===== config.mk =====
export PLATFORM = sky130hd
export DESIGN_NAME = state_sequencer_flat
export DESIGN_NICKNAME = d
export VERILOG_FILES = /design/src/rtl/state_sequencer_if.sv /design/src/rtl/state_sequencer.sv /design/src/flat_wrapper.sv
export SDC_FILE = /design/constraint.sdc
export NUM_CORES = 1
export LEC_CHECK = 0
export CAP_MARGIN = 0
export CORE_MARGIN = 3
export CORE_UTILIZATION = 45
export DETAILED_ROUTE_END_ITERATION = 16
export GPL_TIMING_DRIVEN = 0
export PLACE_DENSITY = 0.71
export SYNTH_ARGS = -nofsm -noshare
export SYNTH_HDL_FRONTEND = slang
export SYNTH_SLANG_ARGS = --single-unit

===== constraint.sdc =====
create_clock -name clk -period 2.75 [get_ports clk]
set_input_delay 0.4125 -clock clk [delete_from_list [all_inputs] [get_ports clk]]
set_output_delay 0.4125 -clock clk [all_outputs]
set_load 0.02 [all_outputs]

===== src/rtl/state_sequencer_if.sv =====
// Handshake bundle between the board controls and the one-hot display
// sequencer: run/step/clear flow in, seven state lines and tick flow out.
interface state_sequencer_if;
  logic run;
  logic step;
  logic clear;
  logic stateOut_0;
  logic stateOut_1;
  logic stateOut_2;
  logic stateOut_3;
  logic stateOut_4;
  logic stateOut_5;
  logic stateOut_6;
  logic tick;

  // Driver side (keys/switches, or a testbench)
  modport master (
    output run, step, clear,
    input  stateOut_0, stateOut_1, stateOut_2, stateOut_3,
           stateOut_4, stateOut_5, stateOut_6, tick
  );

  // Sequencer side
  modport slave (
    input  run, step, clear,
    output stateOut_0, stateOut_1, stateOut_2, stateOut_3,
           stateOut_4, stateOut_5, stateOut_6, tick
  );
endinterface


===== src/rtl/state_sequencer.sv =====
// One-hot S0..S6 sequencer for the hex display decoder. Advances on a
// dwell timer (while run=1) or on each rising edge of the raw step key,
// S6 wraps to S1, clear returns to S0. Outputs are purely registered and
// any non-one-hot state self-recovers to S0 on the next edge.
module state_sequencer #(
  parameter int DWELL = 50_000_000,  // cycles per state under auto-advance
  parameter int CW    = 26           // dwell counter width, 2^CW > DWELL
) (
  input  logic             clk,
  input  logic             reset,
  state_sequencer_if.slave bus
);

  typedef enum logic [6:0] {
    S0 = 7'b0000001,
    S1 = 7'b0000010,
    S2 = 7'b0000100,
    S3 = 7'b0001000,
    S4 = 7'b0010000,
    S5 = 7'b0100000,
    S6 = 7'b1000000
  } state_e;

  // State kept as a raw vector so an upset into a non-one-hot pattern is
  // representable and can be detected.
  logic [6:0]    state_q, state_d;
  logic [6:0]    adv_state;
  logic          legal;
  logic [CW-1:0] cnt_q, cnt_d;
  logic          tick_q, tick_d;

  logic          sync1_q, sync2_q, prev_q;
  logic          step_edge;
  logic          expire;

  // Two-flop synchronizer for the asynchronous key plus an edge-detect flop
  always_ff @(posedge clk or posedge reset) begin
    if (reset) begin
      sync1_q <= 1'b0;
      sync2_q <= 1'b0;
      prev_q  <= 1'b0;
    end else begin
      sync1_q <= bus.step;
      sync2_q <= sync1_q;
      prev_q  <= sync2_q;
    end
  end

  // One request per rising edge, however long the key is held
  assign step_edge = sync2_q & ~prev_q;

  // Timer expiry only counts while running; a paused timer never fires
  assign expire = bus.run && (cnt_q == CW'(DWELL - 1));

  // Successor in the display loop and one-hot legality of the current state
  always_comb begin
    adv_state = S0;
    legal     = 1'b1;
    case (state_q)
      S0:      adv_state = S1;
      S1:      adv_state = S2;
      S2:      adv_state = S3;
      S3:      adv_state = S4;
      S4:      adv_state = S5;
      S5:      adv_state = S6;
      S6:      adv_state = S1;
      default: legal     = 1'b0;
    endcase
  end

  // Next state, dwell counter and tick; recovery > clear > step > timer
  always_comb begin
    state_d = state_q;
    cnt_d   = cnt_q;
    tick_d  = 1'b0;
    if (!legal) begin
      state_d = S0;
      cnt_d   = '0;
      tick_d  = 1'b1;
    end else if (bus.clear) begin
      // Clear in S0 is not a state change, so no tick
      state_d = S0;
      cnt_d   = '0;
      tick_d  = (state_q != S0);
    end else if (step_edge || expire) begin
      // A step edge landing on expiry is merged into one advance
      state_d = adv_state;
      cnt_d   = '0;
      tick_d  = 1'b1;
    end else if (bus.run) begin
      cnt_d   = cnt_q + CW'(1);
    end
  end

  // State, dwell counter and tick registers
  always_ff @(posedge clk or posedge reset) begin
    if (reset) begin
      state_q <= S0;
      cnt_q   <= '0;
      tick_q  <= 1'b0;
    end else begin
      state_q <= state_d;
      cnt_q   <= cnt_d;
      tick_q  <= tick_d;
    end
  end

  assign bus.stateOut_0 = state_q[0];
  assign bus.stateOut_1 = state_q[1];
  assign bus.stateOut_2 = state_q[2];
  assign bus.stateOut_3 = state_q[3];
  assign bus.stateOut_4 = state_q[4];
  assign bus.stateOut_5 = state_q[5];
  assign bus.stateOut_6 = state_q[6];
  assign bus.tick       = tick_q;

endmodule


===== src/flat_wrapper.sv =====
// flat-port wrapper written by rule: the top's interface ports become plain ports
module state_sequencer_flat 
#(
  parameter int DWELL = 50_000_000,                                        
  parameter int CW    = 26                                               
)
  (clk, reset, bus_run, bus_step, bus_clear, bus_stateOut_0, bus_stateOut_1, bus_stateOut_2, bus_stateOut_3, bus_stateOut_4, bus_stateOut_5, bus_stateOut_6, bus_tick);
  state_sequencer_if bus_i ();
  input  logic clk;
  input  logic reset;
  input wire logic [$bits(bus_i.run)-1:0] bus_run;
  input wire logic [$bits(bus_i.step)-1:0] bus_step;
  input wire logic [$bits(bus_i.clear)-1:0] bus_clear;
  output wire logic [$bits(bus_i.stateOut_0)-1:0] bus_stateOut_0;
  output wire logic [$bits(bus_i.stateOut_1)-1:0] bus_stateOut_1;
  output wire logic [$bits(bus_i.stateOut_2)-1:0] bus_stateOut_2;
  output wire logic [$bits(bus_i.stateOut_3)-1:0] bus_stateOut_3;
  output wire logic [$bits(bus_i.stateOut_4)-1:0] bus_stateOut_4;
  output wire logic [$bits(bus_i.stateOut_5)-1:0] bus_stateOut_5;
  output wire logic [$bits(bus_i.stateOut_6)-1:0] bus_stateOut_6;
  output wire logic [$bits(bus_i.tick)-1:0] bus_tick;
  assign bus_i.run = bus_run;
  assign bus_i.step = bus_step;
  assign bus_i.clear = bus_clear;
  assign bus_stateOut_0 = bus_i.stateOut_0;
  assign bus_stateOut_1 = bus_i.stateOut_1;
  assign bus_stateOut_2 = bus_i.stateOut_2;
  assign bus_stateOut_3 = bus_i.stateOut_3;
  assign bus_stateOut_4 = bus_i.stateOut_4;
  assign bus_stateOut_5 = bus_i.stateOut_5;
  assign bus_stateOut_6 = bus_i.stateOut_6;
  assign bus_tick = bus_i.tick;
  state_sequencer #(.DWELL(DWELL), .CW(CW)) u_core (.clk(clk), .reset(reset), .bus(bus_i));
endmodule

=== Word-level counts from Yosys, hierarchy flattened ===
Index checks and enable logic that the tools add are counted.

* Logic and storage cells: 36
* Output and inout bits: 8
* Bits in registers: 37
* Bits of input ports: 5

* $add $sub $neg: 1
* Multiplexer cells: 12
* Reduce and logical (&&, ||, !) cells: 4
* Equality and inequality tests: 11
* Bitwise logic cells: 2

{| class="wikitable"
|+ Operator list
! operator !! number
|-
| $mux 26 || 4
|-
| $pmux 7 s6 || 1
|-
| $add 26x1->26 const B || 1
|-
| $eq 26x26->1 const B || 1
|-
| $mux 7 || 3
|-
| $eq 7x1->1 const B || 1
|-
| $eq 7x2->1 const B || 1
|-
| $eq 7x3->1 const B || 1
|-
| $eq 7x4->1 const B || 1
|-
| $eq 7x5->1 const B || 1
|-
| $eq 7x6->1 const B || 1
|-
| $eq 7x7->1 const B || 1
|-
| $ne 7x1->1 const B || 1
|-
| $reduce_or 7->1 || 1
|-
| $mux 1 || 4
|-
| $ne 4x4->1 const B || 1
|-
| $ne 3x3->1 const B || 1
|-
| $reduce_or 2->1 || 1
|-
| $and 1x1->1 || 1
|-
| $logic_and 1x1->1 || 1
|-
| $logic_or 1x1->1 || 1
|-
| $not 1->1 || 1
|}

=== Depth between registers and ports, before layout ===
* Word-level depth: 6
* Depth in mapped cells: 8
* Gate-level depth less buffers: 6

=== Worst setup path before layout ===
No wires, ideal clock.

* Kind: register to register
* Start point: reg u_core.state_q[6]
* End point: reg u_core.state_q[1]
* Path slack: 0.736 ns
* Stages on the path, launching flop included: 8
* Data arrival time: 1.889 ns
* Library setup time: 0.125 ns
* Cell sequence: dfrtp_1 buf_2 nor4_2 o2111ai_1 o311a_2 or2_1 buf_6 mux2_4

* Longest elaborated chain between the ends: 6
* Elaborated cells on any way between the ends: 15
* Classes of those cells: eq/ne: 8; mux: 5; reduce/logical: 2

{| class="wikitable"
|+ Ends and longest elaborated chain
! element !! RTL line !! text
|-
| start, declared || state_sequencer.sv:26 || <nowiki>logic [6:0] state_q, state_d;</nowiki>
|-
| start signal, assigned || state_sequencer.sv:102 || <nowiki>state_q <= state_d;</nowiki>
|-
| $eq 7x1->1 or $eq 7x7->1 (tied branches) || state_sequencer.sv:59 || <nowiki>case (state_q)</nowiki>
|-
| $reduce_or 2->1 (no line) || -- ||
|-
| $pmux 7 s6 || state_sequencer.sv:59 ||
|-
| $mux 7 || state_sequencer.sv:85 || <nowiki>end else if (step_edge || expire) begin</nowiki>
|-
| $mux 7 || state_sequencer.sv:80 || <nowiki>end else if (bus.clear) begin</nowiki>
|-
| $mux 7 || state_sequencer.sv:76 || <nowiki>if (!legal) begin</nowiki>
|}

Parallel ways exist; a longest one is shown, timed or not. The select of a mux whose other input is x is not followed.
A chain may end at the register's enable or synchronous reset.

=== Worst setup path in the final report ===
* Start point: in bus_run
* End point: reg u_core.state_q[5]

* Longest elaborated chain between the ends: 3

{| class="wikitable"
|+ Ends and longest elaborated chain
! element !! RTL line !! text
|-
| start, declared || flat_wrapper.sv:11 || <nowiki>input wire logic [$bits(bus_i.run)-1:0] bus_run;</nowiki>
|-
| $logic_and 1x1->1 || state_sequencer.sv:53 || <nowiki>assign expire = bus.run && (cnt_q == CW'(DWELL - 1));</nowiki>
|-
| $logic_or 1x1->1 || state_sequencer.sv:85 ||
|-
| $ne 3x3->1 (no line) || -- ||
|}

No other way between the ends.

==> impl_results.md <==
* Status: finished, final reports clean
* Required @ worst endpoint at about 2.9 ns
* H-tree depth at 2
* Worst setup SP type: input pin
* Clk_skew at around 0.0081 ns
* # hold bufs at CTS at 0
* Initial Util at 49.2%
* Worst reg2reg path startpoint: u_core.cnt_q[0]$_DFFE_PP0P_
* Inst Count DP at 251
* Peak VDD IR at 308 uV
* Clock Sinks at 37
* Pre-antenna DRT Iters at 4
* Most common cell after layout, fill and taps aside: nor2_1
* Worst R2R End: u_core.state_q[5]$_DFFE_PP0P_
* Routed Antenna Nets at 0
* Endpoints failing setup at 0
* WS Path Type: input pin to flip-flop
* Worst Reg2Reg Path Length in Cells at 7
* WL final at around 3300 um
* Syn Nets at 196
* Fin crit share at about 83%
* Fin. Hold Viols at 0
* Horiz. Die Dim at slightly above 70 um
* DRC violations left at 0
* Critical Path Stages at 7
* Most frequent cells in the layout: nor2_1, dfrtp_1, nand2_1
* IO Count at 13
* Routability congestion estimate at approximately 0.76
* Core box area at 3850 um^2
* Antenna violations before repair at 0
* Global-route wire length before repair at 5630 um
* RSZ-0062 raised after global routing: false
* Number of synthesized register bits at 37
* Vias in the first global route at 1259
* Cells after Synth at 190
* Post-Syn Area per Cell at ~10 um^2
* Crit path time final at 2.29 ns
* Worst Hold Depth at 0
* Synthesis Warnings at 0
* CP Buf/Inv Count at 2
* Setup tns final at 0 ns
* Cell row count at 22
* Sequential area share after synthesis at about half
* Largest net degree at the start of global routing at 21
* PortBufs at 12
* Worst hold start: u_core.sync1_q$_DFF_PP0_
* Setup bufs post-CTS at 0
* CTS tree: built
* Worst-path cell chain: clkdlybuf4s50_1 > and3_2 > nand4_2 > o31ai_4 > or2_1 > buf_6 > mux2_4
* Worst Tran Pin Value at ~0.84 ns
* Remaining global-route overflow at 0
* Die H at 70.9 um
* DP Wirelength at 2350 um
* Sw Share at 27.7%
* Worst Path Max Fanout at 10
* Mapped Area at 1900 um^2
* Switching Power at between 300 and 400 uW
* CTS buffer count at 5
* Clock share of power at 33.1%
* Worst-skew pair later-pin latency at 0.29 ns
* Count of cell types in the netlist at 35
* Final Util at between 50% and 60%
* Total power divided by cell area at 522 nW/um^2
* CTS Root Cell: clkbuf_8
* Hold Path Sink: u_core.sync2_q$_DFF_PP0_
* WL/cell at 12.9 um
* P_int at approximately 830 uW
* Via count at 1345
* Vias per cell at 5.19
* Max_cap viols at 0
* Final Max Tran Viols at 0
* Critical-path top delay cell: clkdlybuf4s50_1
* Leak Pwr at 0.000907 uW
* Nets at about 220
* Reg power frac at about half
* CP endpoint kind: flip-flop
* Worst stage delay on the critical path at between 0.5 and 0.6 ns
* Max Root-Sink Buffers at 2
* Post-Layout Cell Count at between 200 and 300
* Hold Crit Class: flip-flop to flip-flop
* Reg-to-reg slack, setup at 0.58 ns
* Area delta synth->final at 15.8%
* Ant. Diodes at 0
* Comb power frac at 16.2%
* Fmax at 0.436 GHz
* Crit path DAT at 2.47 ns
* Total track usage at 14.1%
* Worst path top cell family by delay: buffers and inverters
* Die Area at between 5000 and 6000 um^2
* CTS clock-pin slew for the worst setup and hold paths at roughly 0.07 ns
* Number of gates resized after CTS at 0
* Max-slew headroom at around 44%
* Ratio of cells with drive above 1 in the final layout at 9.95%
* Iter 0 DRT Violations at 38
sequential cells by signal, summed over array words and instances (netlist names):
name	flops
u_core.bus.tick	1
u_core.sync1_q	1
u_core.cnt_q	26
u_core.sync2_q	1
u_core.state_q	7
u_core.prev_q	1
cell type report:
type	count	area, um^2
multi-input combinational	141	900
timing repair buffer	13	148
sequential	37	927
clock buffer	5	68.8
clock inverter	3	22.5
buffer	6	46.3
fill	355	1660
tap	48	60.1
inverter	6	22.5
worst max path at each step:
stage	startpoint	endpoint	slack (ns)
finish	bus_run	u_core.state_q[5]$_DFFE_PP0P_	0.46
global route	bus_run	u_core.state_q[1]$_DFFE_PP0P_	0.38
CTS	bus_run	u_core.state_q[5]$_DFFE_PP0P_	0.44
detailed placement	bus_run	u_core.state_q[5]$_DFFE_PP0P_	0.14
global placement	bus_run	u_core.state_q[5]$_DFFE_PP0P_	0.14
floorplan	u_core.state_q[6]$_DFFE_PP0P_	u_core.state_q[1]$_DFFE_PP0P_	0.74
metrics by stage:
step	hold slack, ns	cell area (um^2)	setup WS (ns)	power (uW)
floorplan	0.331	1900	0.736	717
global placement	0.336	2080	0.139	774
detailed placement	0.337	2100	0.142	779
CTS	0.367	2190	0.443	1160
global route	0.368	2190	0.380	1200
finish	0.367	2190	0.455	1140
logic make-up after synthesis:
logic type,count (synthesis),share of synthesized area (%)
adder cells (fa/ha/maj),1,0.660
AND/OR/NAND/NOR,98,25.9
flip-flops,37,48.9
XOR/XNOR,29,13.4
multiplexers,7,4.22
AO/OA/AOI/OAI,6,3.30
buffers and inverters,12,3.63
power groups by stage:
| stage | clock [uW] | combinational, uW | sequential (uW) |
|---|---|---|---|
| after floorplan | 0 | 114 | 603 |
| after global placement | 0 | 184 | 590 |
| after detailed placement | 0 | 188 | 591 |
| after CTS | 391 | 189 | 580 |
| after global routing | 418 | 202 | 582 |
| final | 379 | 186 | 580 |
cells in the mapped netlist, drive strengths merged:
| cell type | instances | area [um^2] |
|---|---|---|
| nor2 | 39 | 146 |
| dfrtp | 36 | 901 |
| nand2 | 16 | 60.1 |
| xnor2 | 15 | 131 |
| xor2 | 14 | 123 |
| nand4 | 8 | 56.3 |
| nand3 | 7 | 35.0 |
| nor3 | 7 | 35.0 |
| inv | 6 | 22.5 |
| mux2i | 5 | 50.1 |
| nor4 | 5 | 37.5 |
| buf | 4 | 38.8 |
| nor3b | 4 | 30.0 |
| and3 | 3 | 20.0 |
| and4 | 3 | 26.3 |
| clkbuf | 2 | 7.51 |
| mux2 | 2 | 30.0 |
| a41oi | 1 | 8.76 |
| dfstp | 1 | 26.3 |
| ha | 1 | 12.5 |
| nand2b | 1 | 6.26 |
| nor2b | 1 | 6.26 |
| nor4b | 1 | 8.76 |
| nor4bb | 1 | 10.0 |
| o2111ai | 1 | 8.76 |
| o21ai | 1 | 5.00 |
| o21bai | 1 | 7.51 |
| o311a | 1 | 11.3 |
| o31ai | 1 | 21.3 |
| or2 | 1 | 6.26 |
| or3 | 1 | 6.26 |
metal layers:
layer | GRT usage [%] | vias to the layer above | wire length, um | part of all wire [%]
li1 | - | 680 | - | -
met1 | 18.5 | 639 | 1670 | 50
met2 | 22.0 | 21 | 1480 | 45
met3 | 3.84 | 5 | 114 | 3.4
met4 | 5.64 | 0 | 55 | 1.7
met5 | 0 | - | 0 | 0
worst register-to-register path, cell delays in order, from the launching register on:
cell	delay (ns)
dfrtp_1	0.39
ha_1	0.18
and3_2	0.25
nand4_2	0.14
o31ai_4	0.47
or2_1	0.18
buf_6	0.15
mux2_4	0.30
(Power assumes the default switching activity.)
==> RTL edit: new RTL, same flow settings <==
`DWELL` is set to 50_000_000 in 2 places; all go to 37_500_000.
--- a/src/rtl/state_sequencer.sv
+++ b/src/rtl/state_sequencer.sv
@@ -3,7 +3,7 @@
 // S6 wraps to S1, clear returns to S0. Outputs are purely registered and
 // any non-one-hot state self-recovers to S0 on the next edge.
 module state_sequencer #(
-  parameter int DWELL = 50_000_000,  // cycles per state under auto-advance
+  parameter int DWELL = 37_500_000,  // cycles per state under auto-advance
   parameter int CW    = 26           // dwell counter width, 2^CW > DWELL
 ) (
   input  logic             clk,
--- a/src/flat_wrapper.sv
+++ b/src/flat_wrapper.sv
@@ -1,7 +1,7 @@
 // flat-port wrapper written by rule: the top's interface ports become plain ports
 module state_sequencer_flat 
 #(
-  parameter int DWELL = 50_000_000,                                        
+  parameter int DWELL = 37_500_000,                                        
   parameter int CW    = 26                                               
 )
   (clk, reset, bus_run, bus_step, bus_clear, bus_stateOut_0, bus_stateOut_1, bus_stateOut_2, bus_stateOut_3, bus_stateOut_4, bus_stateOut_5, bus_stateOut_6, bus_tick);
Function: no difference found for any inputs over 10 cycles, from zero or initial values and one cycle with reset high; that may be too few to reach the edited logic, so the function may still have changed.
==> RTL edit against the original RTL <==
- total power is 21% higher
- sequential share of layout area decreased by 4.1 points
- via count rose by 6.5%
- design area rose by 11%
- clock power grew 32%
- synthesized area increased by 12%
- largest power group unchanged
- sequential cell count unchanged
- worst hold slack lost 0.0093 ns
- register-to-register slack worse by 0.14 ns
- fmax is 7.3% lower
- routed wire length rose by 13%
- core utilization down 2.2 points
- setup slack worse by 0.18 ns
- die area grew 11%
==> RTL edit: results (changes against the original RTL) <==
----------------------------------------------------
[Outcome]
  Outcome ... finished clean (unchanged)

[Critical path]
  Flop-to-flop setup slack ... 0.44 ns (was 0.58 ns)
  CP max stage delay ... 0.59 ns (was 0.55 ns)
  Slowest cell on crit path ... o41ai_4 (was clkdlybuf4s50_1)
  Number of cells on the worst reg-to-reg path ... 9 (was 7)
  Capture instance of the worst register-to-register path ... u_core.cnt_q[24] (was u_core.state_q[5])

[Timing]
  Skew final ... 0.00553 ns (was 0.00810 ns)
  Worst hold margin ... 0.357 ns (was 0.367 ns)
  Worst Tran Pin Value ... 0.774 ns (was 0.836 ns)

[Final layout]
  Proportion of final cell area spent on non-clock buffers ... 7.41% (was 8.84%)
  Post-route core utilization ... 54.7% (was 56.9%)
  Register share of the cell area ... 38.1% (was 42.2%)
  Clock buffer count ... 6 (was 5)
  Count of sequential standard cells ... 37 (unchanged)
  Count of multi-input gates ... 144 (was 141)
  Area occupied by multi-input gates ... 1100 sq um (was 900 sq um)
  Fraction of final layout cells with drive strength greater than 1 ... 20.5% (was 9.95%)
  Inverters excl. clock ... 9 (was 6)

[Logic synthesis]
  Library cells used by synthesis ... 36 (was 35)
  Synthesized-area fraction occupied by adder cells ... 0.589% (was 0.660%)
  Dominant cells by area after synthesis ... dfrtp_1 42%, nor2_4 11%, xnor2_1 8.7%, nor2_1 3.2%, nor3_1 2.8% (was dfrtp_1 48%, nor2_1 7.7%, xnor2_1 6.9%, xor2_1 6.5%, nand2_1 3.2%)
  Sequential share of the synthesized area ... 43.6% (was 48.9%)
  Share of synthesized area spent on multiplexers ... 3.41% (was 4.22%)
  Synthesized netlist cell count ... 195 (was 190)
  Post-synthesis compound-gate area fraction ... 4.41% (was 3.30%)

[Routing]
  Routed metal-1 wire length ... 1870 um (was 1670 um)
  Met2 routed wirelength ... 1730 um (was 1480 um)
  Detailed router's first-iteration violation count ... 60 (was 38)
  Drt wl/cell ... 14.1 um (was 12.9 um)
  Number of vias per cell after detailed routing ... 5.36 (was 5.19)
  Total number of vias ... 1432 (was 1345)

[Hold path]
  Hold Crit Class ... reg -> reg (unchanged)

[Power and ir drop]
  Worst IR Drop VDD ... 0.473 mV (was 0.308 mV)
  Internal ... 0.984 mW (was 0.828 mW)
  Leak ... 0.881 nW (was 0.907 nW)
  Psw ... 0.402 mW (was 0.317 mW)
  Flop pwr share ... 43.2% (was 50.6%)

[Place]
  Worst setup slack before clock tree synthesis ... -0.0496 ns (was 0.142 ns)
  Post-Place Cell Area ... 2310 sq um (was 2100 sq um)
  Placed wire-length estimate ... 2580 um (was 2350 um)
  Final weighted congestion in routability-driven placement ... 0.770 (was 0.757)
  Cell count after placement ... 259 (was 251)

[Global routing]
  Via count of the first global-routing pass ... 1497 (was 1259)
  Met2 demand-to-capacity share in global routing ... 26.2% (was 22.0%)
  Largest net degree at the start of global routing ... 38 (was 21)
  First-pass GRT wire length ... 7090 um (was 5630 um)
  Gr usage total ... 16.9% (was 14.1%)
  Met3 track utilization from global routing ... 4.41% (was 3.84%)

[Floorplanning]
  Number of placement rows ... 24 (was 22)

----------------------------------------------------
==> RTL edit: changes by cell type after synthesis, moves of 3 or more <==
| cell | before | now |
|---|---|---|
| nor2_4 | 0 | 20 |
| nor2_1 | 39 | 18 |
| xor2_1 | 14 | 6 |
| xnor2_1 | 15 | 21 |
| nor3_1 | 7 | 12 |
| nor3b_1 | 4 | 0 |
| nand2b_1 | 1 | 4 |
| nand2_1 | 16 | 11 |
| inv_1 | 6 | 9 |
| nor4_1 | 4 | 8 |
==> RTL edit: worst max path at each step <==
stage                            end  cells past startpoint              start  slack (ns)
floorplan            u_core.cnt_q[5]                      7  u_core.state_q[6]        0.58
global placement     u_core.cnt_q[7]                      9            bus_run       -0.03
CTS                  u_core.cnt_q[7]                      9            bus_run        0.26
global route         u_core.cnt_q[7]                      9            bus_run         0.1
detailed placement   u_core.cnt_q[7]                      9            bus_run       -0.05
finish              u_core.cnt_q[24]                      9            bus_run        0.27
